### config.mk
export PLATFORM = sky130hd
export DESIGN_NAME = program_loader
export DESIGN_NICKNAME = d
export VERILOG_FILES = /design/src/rtl/program_loader.sv
export SDC_FILE = /design/constraint.sdc
export NUM_CORES = 1
export LEC_CHECK = 0
export BUFFER_PORTS_ARGS = -buffer_cell sky130_fd_sc_hd__buf_2
export CELL_PAD_IN_SITES_DETAIL_PLACEMENT = 1
export CELL_PAD_IN_SITES_GLOBAL_PLACEMENT = 1
export CORE_UTILIZATION = 25
export DETAILED_ROUTE_END_ITERATION = 10
export PLACE_DENSITY_LB_ADDON = 0.1
export SYNTH_ARGS = -nofsm -noshare
export SYNTH_HDL_FRONTEND = slang
export SYNTH_SLANG_ARGS = --single-unit
### constraint.sdc
create_clock -name clk -period 2.59 [get_ports clk]
set_clock_uncertainty 0.15 [all_clocks]
set_input_delay 0.259 -clock clk [delete_from_list [all_inputs] [get_ports clk]]
set_output_delay 0.259 -clock clk [all_outputs]
set_load 0.02 [all_outputs]
### src/rtl/program_loader.sv
// Boot-time program loader: receives a length-prefixed byte stream, packs little-endian
// words into program memory at consecutive addresses and checks a trailing XOR checksum.
module program_loader #(
    parameter int          DEPTH     = 256,
    parameter logic [31:0] BASE_ADDR = 32'h0000_0000
) (
    input  logic        clk,
    input  logic        reset,
    input  logic        start,
    input  logic        in_valid,
    input  logic [7:0]  in_data,
    output logic        in_ready,
    output logic        mem_write_enable,
    output logic [31:0] mem_byte_address,
    output logic [31:0] mem_write_data,
    output logic        cpu_hold,
    output logic        load_done,
    output logic        load_error,
    output logic [2:0]  debug_state
);

    // Handshake: a byte moves on a rising edge where in_valid && in_ready; the source
    // must hold in_data stable while in_valid is high and in_ready is low.
    typedef enum logic [2:0] {
        S_IDLE   = 3'd0,
        S_LEN_LO = 3'd1,
        S_LEN_HI = 3'd2,
        S_DATA   = 3'd3,
        S_WRITE  = 3'd4,
        S_CSUM   = 3'd5,
        S_DONE   = 3'd6
    } state_t;

    localparam logic [16:0] DEPTH_W = 17'(DEPTH);

    state_t      state, state_next;
    logic [15:0] count;
    logic [15:0] word_index;
    logic [1:0]  byte_cnt;
    logic [7:0]  csum;
    logic        xfer;
    logic [15:0] hdr_count;
    logic        hdr_ok;

    assign xfer      = in_valid && in_ready;
    assign hdr_count = {in_data, count[7:0]};
    assign hdr_ok    = (hdr_count != 16'd0) && ({1'b0, hdr_count} <= DEPTH_W);

    always_comb begin
        state_next = state;
        in_ready   = 1'b0;
        case (state)
            S_IDLE: begin
                if (start) state_next = S_LEN_LO;
            end
            S_LEN_LO: begin
                in_ready = 1'b1;
                if (in_valid) state_next = S_LEN_HI;
            end
            S_LEN_HI: begin
                in_ready = 1'b1;
                if (in_valid) state_next = hdr_ok ? S_DATA : S_IDLE;
            end
            S_DATA: begin
                in_ready = 1'b1;
                if (in_valid && byte_cnt == 2'd3) state_next = S_WRITE;
            end
            S_WRITE: begin
                state_next = (word_index + 16'd1 == count) ? S_CSUM : S_DATA;
            end
            S_CSUM: begin
                in_ready = 1'b1;
                if (in_valid) state_next = S_DONE;
            end
            S_DONE: begin
                state_next = S_IDLE;
            end
            default: state_next = S_IDLE;
        endcase
    end

    assign mem_write_enable = (state == S_WRITE);
    assign cpu_hold         = (state != S_IDLE);
    assign mem_byte_address = BASE_ADDR + {14'd0, word_index, 2'b00};
    assign debug_state      = state;

    // load_done is registered so a header error can pulse it while already back in IDLE.
    always_ff @(posedge clk) begin
        if (reset) begin
            state          <= S_IDLE;
            count          <= 16'd0;
            word_index     <= 16'd0;
            byte_cnt       <= 2'd0;
            csum           <= 8'd0;
            mem_write_data <= 32'd0;
            load_done      <= 1'b0;
            load_error     <= 1'b0;
        end else begin
            state     <= state_next;
            load_done <= 1'b0;
            case (state)
                S_IDLE: begin
                    if (start) begin
                        load_error <= 1'b0;
                        word_index <= 16'd0;
                        byte_cnt   <= 2'd0;
                        csum       <= 8'd0;
                    end
                end
                S_LEN_LO: begin
                    if (xfer) count[7:0] <= in_data;
                end
                S_LEN_HI: begin
                    if (xfer) begin
                        count[15:8] <= in_data;
                        if (!hdr_ok) begin
                            load_error <= 1'b1;
                            load_done  <= 1'b1;
                        end
                    end
                end
                S_DATA: begin
                    if (xfer) begin
                        mem_write_data[{byte_cnt, 3'b000} +: 8] <= in_data;
                        csum     <= csum ^ in_data;
                        byte_cnt <= byte_cnt + 2'd1;
                    end
                end
                S_WRITE: begin
                    word_index <= word_index + 16'd1;
                end
                S_CSUM: begin
                    if (xfer) begin
                        load_done <= 1'b1;
                        if (in_data != csum) load_error <= 1'b1;
                    end
                end
                default: ;
            endcase
        end
    end

endmodule

* After elaboration in Yosys (flattened, before gate mapping) *
Index checks and enable logic that the tools add are counted.
Widths: inputs -> output; s select.

storage, ports and cells
  flip-flop bits (word level) = 79
  latch bits = 0
  RAM bits = 0
  ROM bits = 0
  input port bits = 12
  output and inout port bits = 72
  word-level logic and storage cells = 79
  memories kept = 0

cells by class
  add/subtract/negate cells = 3
  multipliers = 0
  div/mod/pow operators = 0
  order comparisons = 1
  equality and inequality tests = 18
  shifts and indexed selects = 2
  muxes and demuxes = 28
  bitwise operators = 1
  reduce and logical (&&, ||, !) cells = 17

operators by type and width
  operator                number
  $bwmux 32               1
  $pmux 16 s2             1
  $shift 8x7->32 const A  1
  $shiftx 8x7->32         1
  $ne 2x2->1 const B      10
  $mux 3                  6
  $pmux 3 s6              1
  $add 16x1->16 const B   1
  $eq 16x16->1            1
  $le 16x9->1 const B     1
  $mux 16                 1
  $mux 8                  2
  $pmux 8 s2              1
  $reduce_bool 16->1      1
  $mux 1                  9
  $ne 8x8->1              1
  $reduce_and 2->1        4
  $xor 8x8->8             1
  $neg 5->7               1
  $eq 3x2->1 const B      2
  $eq 3x3->1 const B      2
  $mux 2                  3
  $reduce_and 6->1        1
  $reduce_bool 3->1       2
  other kinds (12)        15

* Longest topological paths before layout *
Gate-level depths: netlist of the first run.

  word-level depth = 6
  mapped depth = 9
  gate-level depth less buffers = 7

* Worst setup path before layout of the first run *
No wires, ideal clock.

  kind = register -> register
  from = register word_index[0]
  to = register state[1], in the netlist debug_state[1]
  setup time = 0.130 ns
  arrival = 2.006 ns
  required time = 2.310 ns
  slack = 0.304 ns
  stages on the path, launching flop included = 9
  buffers on the path = 1
  clock period less this slack = 2.286 ns
  cell sequence = dfxtp_1 -> ha_1 -> clkbuf_1 -> nand2_1 -> nor4_4 -> xor2_1 -> o221ai_1 -> nor4_2 -> o22ai_1

between the ends
  word-level cells in the longest chain between the ends = 4

RTL lines
  element                 line  text
  start, declared         38    logic [15:0] word_index;
  start signal, assigned  130   word_index <= word_index + 16'd1;
  $add 16x1->16           69    state_next = (word_index + 16'd1 == count) ? S_CSUM : S_DATA;
  $eq 16x16->1            69
  $mux 3                  69
  $pmux 3 s6              52    case (state)
  end signal, assigned    99    state <= state_next;
  end, declared           36    state_t state, state_next;

Every way passes these cells.
A chain may end at the register's enable or synchronous reset.

* Worst setup path after layout of the first run *
  from = register word_index[1]
  to = register state[1], in the netlist debug_state[1]

Same word-level chain as after synthesis.

==> run summary, run 1 <==
=================================================================================================
Commonest cells after routing, fill and taps aside ................................. 79 x dfxtp_1, 77 x nand2_1, 71 x a21oi_1
Resize count post-CTS ..............................................................            0
Detailed-placement wirelength estimate .............................................     10340 um
Worst-margin pin slew ..............................................................     682.5 ps
Wire length per cell after detailed routing ........................................     17.13 um
Power density over the cells ....................................................... 607.7 nW/um^2
Number of global-route vias before repair ..........................................         4229
Post-synthesis instance area .......................................................   4275 sq um
Initial standard-cell utilization of the core ......................................       25.69%
Number of H-tree levels ............................................................            3
Chip Width .........................................................................     132.8 um
Layout cell share with drive strength beyond 1 .....................................       19.51%
Num CTS Buffers ....................................................................            9
Static Leak ........................................................................     1.960 nW
Remaining design rule violation count ..............................................            0
Clock Pin Slew Worst Setup and Hold Paths ..........................................        60 ps
Largest voltage drop on the vdd net ................................................  0.0003073 V
Initial antenna violation count ....................................................            0
Number of nets in the layout .......................................................          629
Number of hold buffers added after CTS .............................................            0
Clock tree root buffer cell ........................................................    clkbuf_16
Crit path DAT ......................................................................      2420 ps
Clk sinks ..........................................................................           79
Max Cap Violations .................................................................            0
Number of synthesized register bits ................................................           79
Register-to-register path setup slack ..............................................       230 ps
Total wire length ..................................................................     14310 um
Final RePlAce weighted congestion ..................................................       0.7734
TritonCTS clock tree ...............................................................         done
Final hold vios ....................................................................            0
Worst endpoint required time .......................................................      2650 ps
Number of distinct library cell variants in the gate-level netlist after synthesis .           59
Ports ..............................................................................           84
Maximum root-to-sink buffer count ..................................................            2
Peak fanout along the critical path ................................................            8
Setup Viol. Count Final ............................................................            0
Antenna cell count .................................................................            0
Number of placed instances, taps included ..........................................          820
Number of setup buffers added after CTS ............................................            0
Part of the cycle the worst path needs .............................................       91.17%
Overflow left after global routing .................................................            0
Maximum number of pins on one net before global-route repair .......................           55
Via count ..........................................................................         4100
Hold WC Path Type ..................................................................    in -> reg
Count of port buffers added during placement .......................................           67
Status ............................................................................. finished, final reports clean
Final antenna-violating net count ..................................................            0
Number of design-rule violations left by the first detailed-router iteration .......          181
Post-synthesis sequential area ratio ...............................................       36.99%
Number of warnings reported in the yosys synthesis log .............................            0
Setup repair after global routing missed its margin ................................           no
Yosys top cell by area .............................................................      dfxtp_1
Number of flops mapped to enable cells by yosys ....................................            0
Synthesized instance count .........................................................          548
Final-layout setup total negative slack ............................................         0 ps
Non-filler instance count after layout .............................................          835
Period minus WS final ..............................................................      2361 ps
Type of the worst setup path .......................................................   reg -> reg
Main area contributors after synthesis ............................................. dfxtp_1 37%, a21oi_1 8.3%, nand2_1 6.8%
Global-route usage over all layers .................................................       17.04%
Critical Path Sink Type ............................................................         flop
Vias per inst ......................................................................        4.910
Global-route wire length before repair .............................................     23150 um
Number of placement rows ...........................................................           47
Worst R2R Start .................................................................... word_index[1]
Ys async rst share .................................................................           0%
Max-slew violation count ...........................................................            0
Top cell type's share of synthesized area ..........................................       36.99%
Number of iterations in the first detailed-routing pass ............................            4
Area growth, synth to finish .......................................................       19.87%
Ys flop type .......................................................................      dfxtp_1
Max frequency ......................................................................   0.4235 GHz
Hold wc startpoint .................................................................        start
Commonest non-fill, non-tap cell in the layout .....................................      dfxtp_1
Clock insertion delay at the later pin of the skew report ..........................       340 ps
Mean Syn Cell Area .................................................................  7.802 sq um
Start point of the critical path ................................................... word_index[1]
Vertical extent of the die .........................................................     132.8 um
Worst-case headroom to the max-slew limit ..........................................       54.02%
Placeable Area .....................................................................  16640 sq um
Critical path launch point type ....................................................         flop
Die area ...........................................................................  17630 sq um
=================================================================================================
cells in the mapped netlist (2+ instances only):
cell / n
and3_1: 3
or3_1: 6
inv_1: 12
nand3b_1: 10
a311oi_1: 4
a22oi_1: 2
o21ai_0: 25
mux2i_1: 8
nand4b_1: 2
nor3b_1: 5
and2_1: 6
dfxtp_1: 79
buf_4: 20
a211oi_1: 4
and4_2: 2
mux2_2: 2
buf_6: 5
nand3_1: 41
nor2_1: 41
a31oi_1: 3
or4_1: 4
clkbuf_1: 23
nand2_1: 77
nand4_1: 5
o22ai_1: 2
nor4_2: 2
nor4_1: 5
a32oi_1: 3
o31ai_1: 2
xnor2_1: 15
a21oi_1: 71
nor3_1: 11
xor2_1: 11
buf_2: 7
ha_1: 6
state kept, by name, indices dropped and copies added (netlist names):
| name | cells |
|---|---|
| csum | 8 |
| byte_cnt | 2 |
| word_index | 16 |
| count | 16 |
| load_done | 1 |
| debug_state | 3 |
| mem_write_data | 32 |
| load_error | 1 |
worst paths after layout:
kind	cells after the start	end
setup / recovery	7	debug_state[1]
hold / removal	2	load_error
setup reg to reg	7	debug_state[1]
hold reg to reg	2	mem_write_data[15]
layout make-up:
| class | count | area [sq um] |
|---|---|---|
| clock buffer | 11 | 242.7 |
| clock inverter | 4 | 70.07 |
| fill | 2047 | 11520 |
| inverter | 12 | 45.04 |
| multi-input combinational | 414 | 2352 |
| sequential | 79 | 1582 |
| tap | 220 | 275.3 |
| timing repair buffer | 95 | 558.0 |
stage by stage:
stage | hold WS, ps | power (mW) | utilization, % | cell area, sq um | worst slack [ps]
after floorplan | 220.2 | 1.635 | - | 4332 | 304.3
after global placement | 288.9 | 1.764 | 28.92 | 4812 | 223.0
after detailed placement | 291.1 | 1.769 | 28.92 | 4812 | 182.5
after CTS | 76.62 | 3.178 | 30.79 | 5125 | 175.4
after global routing | 94.58 | 3.277 | 30.79 | 5125 | 2.069
final | 91.60 | 3.114 | 30.79 | 5125 | 228.7
worst max-delay path: stages (launching register included):
cell and delay (ps):
dfxtp_1 410, ha_1 340, nand3_1 190, xnor2_1 170, nor4_1 340, nand4_1 160
nor4_2 360, o22ai_1 110
layer usage:
metal | routed length, um | GRT usage [%] | share of wire (%) | up-vias
li1 | - | - | - | 2010
met4 | 255 | 5.811 | 1.8 | 0
met2 | 6999 | 29.33 | 49 | 73
met5 | 0 | 0 | 0 | -
met1 | 6642 | 21.00 | 46 | 1999
met3 | 407 | 3.563 | 2.8 | 18
logic make-up after synthesis:
logic type,after synthesis,synth area share (%)
AOI/OAI and AO/OA,128,17.27
xor gates and xnor gates,26,5.326
adders and majority gates,6,1.756
buffers and inverters,70,9.306
DFF,79,36.99
muxes,10,2.400
other,1,0.08771
and+or+nand+nor,228,26.87
power breakdown:
group          internal [mW]  switching [mW]  leakage, nW
combinational          0.153           0.299         1.17
clock                  0.863           0.518        0.155
sequential              1.24          0.0393        0.637
Note: power is estimated with default switching activity, not from simulation.
==> inputs of run 2 (changes only) <==
--- a/config.mk
+++ b/config.mk
@@ -8,7 +8,7 @@
 export BUFFER_PORTS_ARGS = -buffer_cell sky130_fd_sc_hd__buf_2
 export CELL_PAD_IN_SITES_DETAIL_PLACEMENT = 1
 export CELL_PAD_IN_SITES_GLOBAL_PLACEMENT = 1
-export CORE_UTILIZATION = 25
+export CORE_UTILIZATION = 40
 export DETAILED_ROUTE_END_ITERATION = 10
 export PLACE_DENSITY_LB_ADDON = 0.1
 export SYNTH_ARGS = -nofsm -noshare
==> run summary, run 2 (synthesized netlist as in run 1, its figures left out) <==
===========================================================================================
Ports ........................................................................           84
Clock Pin Slew Worst Setup and Hold Paths ....................................        90 ps
Part of the cycle the worst path needs .......................................       90.09%
Number of design-rule violations left by the first detailed-router iteration .          120
Power density over the cells ................................................. 579.3 nW/um^2
Final hold vios ..............................................................            0
Hold WC Path Type ............................................................    in -> reg
Layout cell share with drive strength beyond 1 ...............................       19.90%
Worst endpoint required time .................................................      2750 ps
Initial standard-cell utilization of the core ................................       41.41%
Largest incremental delay on the critical path ...............................       580 ps
Global-route wire length before repair .......................................     20310 um
Initial antenna violation count ..............................................            0
Num CTS Buffers ..............................................................            9
Max Cap Violations ...........................................................            0
Commonest non-fill, non-tap cell in the layout ...............................      dfxtp_1
Worst-case headroom to the max-slew limit ....................................       48.16%
Clock insertion delay at the later pin of the skew report ....................       360 ps
Remaining design rule violation count ........................................            0
Number of setup buffers added after CTS ......................................            0
TritonCTS clock tree .........................................................         done
Die area .....................................................................  11110 sq um
Final critical-path setup slack ..............................................     256.7 ps
Worst path buffer plus inverter count ........................................            0
Number of nets in the layout .................................................          631
Number of iterations in the first detailed-routing pass ......................            4
Top register by number of flip-flops ......................................... mem_write_data
Largest voltage drop on the vdd net ..........................................  0.0002414 V
Commonest cells after routing, fill and taps aside ........................... 79 x dfxtp_1, 77 x nand2_1, 71 x a21oi_1
Vertical extent of the die ...................................................     105.4 um
Hold Worst Slack .............................................................     20.28 ps
Maximum root-to-sink buffer count ............................................            2
Max-slew violation count .....................................................            0
Total Power Consumption ......................................................     2.870 mW
Largest registers ............................................................ mem_write_data x32, count x16, word_index x16
Final-layout setup total negative slack ......................................         0 ps
Fill cell total of the finished layout .......................................         1294
Overflow left after global routing ...........................................            0
Peak fanout along the critical path ..........................................            9
Chip Width ...................................................................     105.4 um
CP max-delay cell ............................................................        or4_4
Maximum number of pins on one net before global-route repair .................           38
Number of global-route vias before repair ....................................         4061
Setup Viol. Count Final ......................................................            0
Top delay family on crit path ................................................ simple AND/OR/NAND/NOR gates
Final RePlAce weighted congestion ............................................       0.8698
Detailed-placement wirelength estimate .......................................      9062 um
Global-route usage over all layers ...........................................       23.18%
Final antenna-violating net count ............................................            0
Static Leak ..................................................................     1.935 nW
Clock tree root buffer cell ..................................................     clkbuf_8
Vias per inst ................................................................        5.426
Antenna cell count ...........................................................            0
Max reg flops ................................................................           32
Resize count post-CTS ........................................................            0
Critical path launch point type ..............................................         flop
Placeable Area ...............................................................  10320 sq um
Number of hold buffers added after CTS .......................................            0
Status ....................................................................... finished, final reports clean
Worst-margin pin slew ........................................................     769.5 ps
Total wire length ............................................................     12530 um
Wire length per cell after detailed routing ..................................     16.61 um
Area growth, synth to finish .................................................       15.89%
Cell breakdown of the critical path .......................................... nand4_2 > or4_4 > a32oi_1 > o311ai_1 > nor4_2 > a22o_1
Via count ....................................................................         4091
Number of placement rows .....................................................           37
Type of the worst setup path .................................................   reg -> reg
Critical Path Sink Type ......................................................         flop
Crit path DAT ................................................................      2490 ps
Max frequency ................................................................   0.4286 GHz
Count of port buffers added during placement .................................           67
Period minus WS final ........................................................      2333 ps
Setup repair after global routing missed its margin ..........................           no
Number of H-tree levels ......................................................            3
Clk sinks ....................................................................           79
Pre-CTS setup slack ..........................................................     256.0 ps
===========================================================================================
## run 2: cell count changes in the layout (fill, tap and decap cells not counted)
cell       previous run  this run
buf_4                27        30
clkbuf_8              1        10
inv_6                 0         1
clkbuf_16             9         0
bufinv_16             2         3
clkinv_2              2         1
buf_12                1         0
## run 2: power by group
group,leakage [nW],internal [mW],switching [mW],total (mW)
Clock,0.124,0.669,0.477,1.15
Sequential,0.637,1.24,0.0353,1.28
Combinational,1.17,0.151,0.297,0.448
Total,1.93,2.06,0.809,2.87
## run 2: metal layers
metal / up-vias / wire length, um / track usage (%)
li1: 2010 / - / -
met1: 1989 / 5791 / 28.73
met2: 75 / 6164 / 40.60
met3: 17 / 310 / 2.536
met4: 0 / 260 / 9.859
met5: - / 0 / 0
## run 2: metrics by stage
stage | instance area, sq um | cells | utilization, %
global route | 4955 | 754 | 47.99
floorplan | 4332 | 563 | -
finish | 4955 | 754 | 47.99
global placement | 4710 | 738 | 45.62
detailed placement | 4710 | 738 | 45.62
CTS | 4955 | 754 | 47.99
## run 2: worst min-delay path, cell delays in order
cell     delay, ps
buf_2          120
nand2_1         60
a21oi_1         50
## run 2: path summary, 6_finish.rpt
path                            slack [ps]  cells past startpoint          startpoint                  to
worst max register to register         260                      6       word_index[2]      debug_state[2]
worst min-delay path                    20                      3          in_data[2]           count[10]
worst min register to register         300                      2  mem_write_data[14]  mem_write_data[14]
worst max-delay path                   260                      6       word_index[2]      debug_state[2]
## run 2: area by class of cell
type,count,area (sq um),area share [%]
Clock buffer,11,141.4,2.854
Multi-Input combinational cell,414,2352,47.47
Clock inverter,5,103.9,2.096
Sequential cell,79,1582,31.92
Inverter,12,45.04,0.9091
Timing Repair Buffer,97,560.5,11.31
Tap cell,136,170.2,3.434
==> inputs of run 3 (changes only) <==
--- a/config.mk
+++ b/config.mk
@@ -10,6 +10,7 @@
 export CELL_PAD_IN_SITES_GLOBAL_PLACEMENT = 1
 export CORE_UTILIZATION = 40
 export DETAILED_ROUTE_END_ITERATION = 10
+export GPL_TIMING_DRIVEN = 0
 export PLACE_DENSITY_LB_ADDON = 0.1
 export SYNTH_ARGS = -nofsm -noshare
 export SYNTH_HDL_FRONTEND = slang
==> run summary, run 3 (synthesized netlist as in run 1, its figures left out) <==
===========================================================================================
Number of placement rows .....................................................           37
Placeable Area ...............................................................  10320 sq um
Cell area after placement ....................................................   4797 sq um
Grt met2 use .................................................................       43.94%
Number of design-rule violations left by the first detailed-router iteration .          122
Number of iterations in the first detailed-routing pass ......................            4
Register area ................................................................   1582 sq um
Post-Route Utilization .......................................................       48.64%
Finished Cell Area ...........................................................   5021 sq um
Total wire length ............................................................     13310 um
Static Leak ..................................................................     1.940 nW
Final RePlAce weighted congestion ............................................       0.8674
Clock insertion delay at the later pin of the skew report ....................       360 ps
Setup repair after global routing missed its margin ..........................          yes
Area growth, synth to finish .................................................       17.44%
Via count ....................................................................         4234
Remaining design rule violation count ........................................            0
Largest registers ............................................................ mem_write_data x32, count x16, word_index x16
Period minus WS final ........................................................      2464 ps
Clock tree root buffer cell ..................................................     clkbuf_8
Die area .....................................................................  11110 sq um
Busiest grt layer ............................................................         met2
Critical Path Sink Type ......................................................         flop
Peak fanout along the critical path ..........................................            9
Max reg flops ................................................................           32
Maximum number of pins on one net before global-route repair .................           13
Maximum root-to-sink buffer count ............................................            2
Fill cell total of the finished layout .......................................         1324
Commonest non-fill, non-tap cell in the layout ...............................      dfxtp_1
Largest voltage drop on the vdd net ..........................................  0.0002506 V
Ports ........................................................................           84
Part of the cycle the worst path needs .......................................       95.14%
Final antenna-violating net count ............................................            0
Start point of the critical path ............................................. word_index[0]
Number of H-tree levels ......................................................            3
Initial standard-cell utilization of the core ................................       41.41%
Number of nets in the layout .................................................          651
Chip Width ...................................................................     105.4 um
Antenna cell count ...........................................................            0
TritonCTS clock tree .........................................................         done
Crit path DAT ................................................................      2540 ps
Max-slew violation count .....................................................            0
Critical path launch point type ..............................................         flop
Global-route wire length before repair .......................................     21490 um
Detailed-placement wirelength estimate .......................................      9662 um
Max Cap Violations ...........................................................            0
Overflow left after global routing ...........................................            0
Footprint of the multi-input gates ...........................................   2387 sq um
Worst-case headroom to the max-slew limit ....................................       24.75%
Hold wc startpoint ...........................................................        start
Met1 Resource Use GR .........................................................       29.65%
Layout cell share with drive strength beyond 1 ...............................       19.81%
Top register by number of flip-flops ......................................... mem_write_data
Count of port buffers added during placement .................................           59
Clk sinks ....................................................................           79
Global-route usage over all layers ...........................................       24.57%
Vertical extent of the die ...................................................     105.4 um
Grt met3 use .................................................................       2.907%
Final hold vios ..............................................................            0
Type of the worst setup path .................................................   reg -> reg
Commonest cells after routing, fill and taps aside ........................... 79 x dfxtp_1, 76 x nand2_1, 70 x a21oi_1
Worst R2R Start .............................................................. word_index[0]
Clock Pin Slew Worst Setup and Hold Paths ....................................        80 ps
Wire length per cell after detailed routing ..................................     17.24 um
Number of global-route vias before repair ....................................         4244
Number of placed instances, taps included ....................................          758
Vias per inst ................................................................        5.484
Setup Viol. Count Final ......................................................            0
Num CTS Buffers ..............................................................            9
Status ....................................................................... finished, final reports clean
Worst-margin pin slew ........................................................      1119 ps
Initial antenna violation count ..............................................            0
Hold WC Path Type ............................................................    in -> reg
Max frequency ................................................................   0.4058 GHz
Non-filler instance count after layout .......................................          772
Power density over the cells ................................................. 532.7 nW/um^2
Worst endpoint required time .................................................      2660 ps
===========================================================================================
==> run 3: cell types whose count changed in the layout (fill, tap and decap cells not counted), sizes merged <==
cell / previous run / this run
bufinv: 3 / 1
buf: 97 / 93
clkbuf: 11 / 34
clkinv: 1 / 2
inv: 13 / 12
clkinvlp: 0 / 1
==> run 3: area by class of cell <==
| type | count | share of cell area [%] |
|---|---|---|
| inverters | 12 | 0.8971 |
| plain buffers | 57 | 6.952 |
| clock buffers | 10 | 2.741 |
| flip-flops and latches | 79 | 31.50 |
| repair buffers | 60 | 6.030 |
| multi-input cells | 414 | 47.55 |
| clock inverters | 4 | 0.9469 |
| well taps | 136 | 3.389 |
==> run 3: worst paths after layout <==
check,to,slack [ps],depth (start not counted)
setup / recovery,debug_state[1],130,6
hold reg to reg,mem_write_data[18],300,2
setup reg to reg,debug_state[1],130,6
hold / removal,load_error,90,2
==> run 3: repair_timing <==
item                       4_1_cts  5_1_grt
buffers inserted                 0        1
hold buffers                     0        0
setup endpoints to repair       19       22
cloned                           0        0
resized for setup                3        6
==> run 3: metrics by stage <==
| step | setup TNS [ps] | setup slack (ps) | power, mW | hold slack [ps] |
|---|---|---|---|---|
| 6_report | 0 | 125.9 | 2.675 | 85.23 |
| 5_1_grt | -1.228 | -1.228 | 2.789 | 96.02 |
| 4_1_cts | 0 | 4.822 | 2.685 | 66.80 |
| 3_5_place_dp | -1512 | -254.6 | 1.769 | 293.6 |
| 3_3_place_gp | -1116 | -178.3 | 1.757 | 287.6 |
| 2_1_floorplan | 0 | 304.3 | 1.635 | 220.2 |
==> run 3: routing by layer <==
metal  wire, um  vias to the layer above
met1       5778                     2045
met3        607                       25
met2       6626                      114
met5          0                        -
met4        295                        0
li1           -                     2050
==> run 3: worst max-delay path, stage by stage (launching register included) <==
cell and delay [ps]:
dfxtp_1 550, nand2_1 300, or4_4 520, a32oi_1 230
o311ai_1 170, nor4_2 300, o22ai_1 110
==> run 3: report_power, final <==
group	switching [mW]	total (mW)	internal [mW]
Sequential	0.0253	1.27	1.24
Combinational	0.323	0.487	0.164
Clock	0.464	0.922	0.458
